--- src/rtl/regfile_write_bank.sv ---
// Eight-entry write bank for the datapath register file: single writes, LM burst
// sequencing from a register mask, and R7 (PC) auto-increment.
//
//  state | meaning
//  ------+----------------------------------------------------------
//  IDLE  | single writes and lm_start accepted
//  BURST | one LM beat per accepted handshake, lowest pending bit first
module regfile_write_bank #(
   parameter int unsigned WIDTH    = 16,
   parameter logic [WIDTH-1:0] PC_RESET = '0
) (
   input  logic             clk,
   input  logic             resetn,
   input  logic             wr_en,
   input  logic [2:0]       wr_addr,
   input  logic [WIDTH-1:0] wr_data,
   input  logic             pc_inc,
   input  logic             lm_start,
   input  logic [7:0]       lm_mask,
   input  logic [WIDTH-1:0] lm_data,
   input  logic             lm_valid,
   output logic             lm_ready,
   output logic [2:0]       lm_addr,
   output logic             lm_busy,
   output logic             lm_done,
   output logic [WIDTH-1:0] data0,
   output logic [WIDTH-1:0] data1,
   output logic [WIDTH-1:0] data2,
   output logic [WIDTH-1:0] data3,
   output logic [WIDTH-1:0] data4,
   output logic [WIDTH-1:0] data5,
   output logic [WIDTH-1:0] data6,
   output logic [WIDTH-1:0] data7
);

   localparam logic IDLE  = 1'b0;
   localparam logic BURST = 1'b1;

   logic             state;
   logic [7:0]       pending;
   logic             done_q;
   logic [WIDTH-1:0] regs [0:7];

   logic [7:0]       wr_sel;
   logic [WIDTH-1:0] wr_val;
   logic             beat;
   logic [7:0]       pending_nx;

   // Lowest set bit of pending wins; decoded only from registered state.
   always_comb begin
      lm_addr = 3'd0;
      if (state == BURST) begin
         for (int i = 7; i >= 0; i--) begin
            if (pending[i]) lm_addr = 3'(i);
         end
      end
   end

   assign lm_busy    = (state == BURST);
   assign lm_ready   = (state == BURST);
   assign lm_done    = done_q;
   assign beat       = lm_ready & lm_valid;
   assign pending_nx = pending & ~(8'd1 << lm_addr);

   always_comb begin
      wr_sel = 8'd0;
      wr_val = wr_data;
      if (state == IDLE && wr_en) begin
         wr_sel[wr_addr] = 1'b1;
      end else if (beat) begin
         wr_sel[lm_addr] = 1'b1;
         wr_val          = lm_data;
      end
   end

   always_ff @(posedge clk) begin
      if (!resetn) begin
         state   <= IDLE;
         pending <= 8'd0;
         done_q  <= 1'b0;
         for (int i = 0; i < 7; i++) regs[i] <= '0;
         regs[7] <= PC_RESET;
      end else begin
         done_q <= 1'b0;
         case (state)
            IDLE: begin
               if (lm_start) begin
                  if (lm_mask != 8'd0) begin
                     pending <= lm_mask;
                     state   <= BURST;
                  end else begin
                     done_q  <= 1'b1;
                  end
               end
            end
            default: begin
               if (beat) begin
                  pending <= pending_nx;
                  if (pending_nx == 8'd0) begin
                     state  <= IDLE;
                     done_q <= 1'b1;
                  end
               end
            end
         endcase

         for (int i = 0; i < 8; i++) begin
            if (wr_sel[i]) regs[i] <= wr_val;
         end
         // An explicit R7 write overrides the PC increment.
         if (pc_inc && !wr_sel[7]) regs[7] <= regs[7] + {{(WIDTH-1){1'b0}}, 1'b1};
      end
   end

   assign data0 = regs[0];
   assign data1 = regs[1];
   assign data2 = regs[2];
   assign data3 = regs[3];
   assign data4 = regs[4];
   assign data5 = regs[5];
   assign data6 = regs[6];
   assign data7 = regs[7];

endmodule

--- config.mk ---
export PLATFORM = sky130hd
export DESIGN_NAME = regfile_write_bank
export DESIGN_NICKNAME = d
export VERILOG_FILES = /design/src/rtl/regfile_write_bank.sv
export SDC_FILE = /design/constraint.sdc
export NUM_CORES = 1
export LEC_CHECK = 0
export ABC_CLOCK_PERIOD_IN_PS = 3200
export CAP_MARGIN = 20
export CELL_PAD_IN_SITES_DETAIL_PLACEMENT = 0
export CELL_PAD_IN_SITES_GLOBAL_PLACEMENT = 1
export CORE_MARGIN = 10
export CORE_UTILIZATION = 38
export CTS_BUF_LIST = sky130_fd_sc_hd__clkbuf_4
export CTS_CLUSTER_SIZE = 16
export DETAILED_ROUTE_END_ITERATION = 7
export GPL_ROUTABILITY_DRIVEN = 0
export PLACE_DENSITY = 0.86
export SLEW_MARGIN = 30
export SYNTH_ARGS = -nofsm -noshare
export SYNTH_HDL_FRONTEND = slang
export SYNTH_SLANG_ARGS = --single-unit
--- constraint.sdc ---
create_clock -name clk -period 3.2 [get_ports clk]
set_clock_uncertainty 0.05 [all_clocks]
set_input_delay 0.64 -clock clk [delete_from_list [all_inputs] [get_ports clk]]
set_output_delay 0.64 -clock clk [all_outputs]
set_load 0.005 [all_outputs]
==> impl_metrics.toml <==
[min_path]
worstHoldPathCells = 2
hold_start = "pending[1]"
min_path_type = "flop to flop"
holdPathEnd = "pending[1]"

[timing]
max-slew-margin-rel = 0.429
rsz0062_at_grt = "no"
fin_crit_sh = 0.913
fmax_ghz = 0.342
finalSetupTns_ns = 0
setup_violations = 0
hold_viol_final = 0
min_period_ns = 2.92
maxSlewViolCount = 0
tightest_slew_ns = 0.852

[worst_setup_path]
worstReg2RegStart = "pending[4]"
critPathMaxFanout = 8
cp.arrival_ns = 2.23
reg2regPathDepth = 7
cp.required_ns = 2.51
rrSetupSlack_ns = 0.47
worstSetupPathType = "flop to output pin"
r2r-end = "regs[1][58]"
worst_setup_path_end_kind = "output pin"
critPathLaunchType = "flop"

[finish]
syn_to_final_growth_pct = 43.0
nFillCells = 1207
layout_commonest_cell = "clkdlybuf4s50_1"
final_area_um2 = 8340
finalNonFillerCells = 861
nets = 710
drive_above_1_share = 0.116
final_util = 0.551
antenna_cells = 0
final_cell_mix = "181 x clkdlybuf4s50_1, 128 x edfxtp_1, 105 x nor2_1, 34 x nand2_1, 21 x buf_4"

[synthesis]
synth_flop_cell = "edfxtp_1"
synthArstFlopShare = 0
synth_nets = 510
yosys.area.top_type_share = 0.659
ys_warn_count = 0
synth_cells = 460
avgSynthCellArea_um2 = 12.7
synth_edf_count = 128
ys_seq_elements = 138
ys_top_cells_by_area = "edfxtp_1 66%, nor2_1 6.8%, dfxtp_1 3.4%"
syn_area_um2 = 5830
synth_cell_types = 49
seq_area_frac_synth = 0.693
synth_top_cell_by_area = "edfxtp_1"

[power_and_ir_drop]
p_leak_nw = 3.08
powerDensity_nw_per_um2 = 507
max-vdd-ir-drop_mv = 0.242
p_total_w = 0.00423

[clocking]
tritoncts = "built"
cts_made_buffers = 17
clk_pin_slew_worst_paths_ns = 0.12
clock_latency_ns = 0.53
htreeDepth = 4
cts_sinks = 138
root_buffer = "clkbuf_4"
hold_buffers = 0
cts.path.max_buffers = 2

[global_routing]
grt_max_degree = 30
grt_antenna_before_repair = 0
grt_pass1_vias = 4417
grt_pass1_wl_um = 25500
grtUsageTotal = 0.165
grt-ovfl-total = 0

[die]
core_area_um2 = 15100
die_area_um2 = 20700
num_rows = 45
die_x_um = 144
start_util = 0.385
ios = 183
die_h_um = 144

[route]
dr.pass1.iters = 5
routed_via_density = 5.05
dr_total_vias = 4344
wl_per_cell_um = 20.1
ant_nets = 0
drc = 0
drtIter0Drc = 391
wirelength_um = 17300

[status]
status = "finished clean"

[placed_design]
port_buffers = 182
dpl.hpwl_um = 13100
place_area_um2 = 7960
placed_cells = 828

[run]
cap_violations = 0
==> how the worst max path moves through the flow <==
| stage | slack [ns] | endpoint | from |
|---|---|---|---|
| floorplan | 0.35 | regs[1][32] | lm_busy |
| global placement | 0.31 | regs[1][62] | lm_valid |
| detailed placement | 0.27 | regs[1][58] | lm_valid |
| CTS | 0.25 | lm_addr[2] | pending[0] |
| global route | 0.18 | lm_addr[0] | pending[6] |
| finish | 0.28 | lm_addr[2] | pending[0] |
==> Yosys cell counts (3+ instances only) <==
library cell  instances
nand2_1              34
a21oi_1              16
inv_1                20
nand2b_1              4
xnor2_1               5
nor3b_1               3
mux2i_1              15
or3_1                 4
nor2_1              105
nor3_1                7
a31oi_1               3
dfxtp_1              10
buf_2                 4
xor2_1                9
and3_1                5
or4_1                 3
nand3_1              11
clkbuf_1             13
o21ai_0               7
edfxtp_1            128
mux2_2               16
==> stage by stage <==
stage               hold slack (ns)  setup WS [ns]
floorplan                     0.445          0.352
global placement              0.473          0.314
detailed placement            0.481          0.269
CTS                           0.464          0.249
global route                  0.500          0.179
finish                        0.477          0.280
==> per-layer routing <==
| metal | part of all wire | up-vias | wire (um) | GRT usage |
|---|---|---|---|---|
| met4 | 0.019 | 0 | 333 | 0.0602 |
| met1 | 0.38 | 2105 | 6540 | 0.181 |
| met2 | 0.52 | 179 | 8930 | 0.291 |
| li1 | - | 2039 | - | - |
| met3 | 0.085 | 21 | 1470 | 0.0521 |
| met5 | 0 | - | 0 | 0 |
==> repair_timing <==
item	in CTS	in global routing
gates resized for setup	5	0
buffers inserted	1	0
endpoints found under the setup margin	1	0
==> power by group <==
group	leakage [nW]	internal (W)	switching, W
clock	0.187	0.000777	0.000614
sequential	1.42	0.00211	0.0000780
combinational	1.47	0.000352	0.000305
total	3.08	0.00323	0.000996
==> layout make-up <==
cell class              count  area, um2  share of cell area
flip-flops and latches    138       4050               0.486
multi-input cells         279       1620               0.194
well taps                 188        235              0.0282
repair buffers            204       2000               0.240
inverters                  20       75.1             0.00900
clock buffers              18        135              0.0162
clock inverters            14        226              0.0272
==> worst max-delay path, cell delays in order (launching register included) <==
cell	delay, ns
dfxtp_4	0.39
or3b_4	0.43
or4_4	0.53
inv_1	0.09
dlygate4sd2_1	0.24
==> sequential cells by signal, indices dropped and copies added, names as in the netlist <==
signal / count
lm_done: 1
lm_busy: 1
regs: 128
pending: 8
==> cells by family (layout without fill, tap and decap cells) <==
family / Yosys count / count (layout) / share of synthesized area
AO/OA/AOI/OAI: 43 / 43 / 0.0465
XOR/XNOR: 14 / 14 / 0.0210
adder cells (fa/ha/maj): 2 / 2 / 0.00386
buffers and inverters: 43 / 256 / 0.0326
flip-flops: 138 / 138 / 0.693
multiplexers: 32 / 32 / 0.0586
AND/OR/NAND/NOR: 188 / 188 / 0.144
Note: power is estimated with default switching activity, not from simulation.
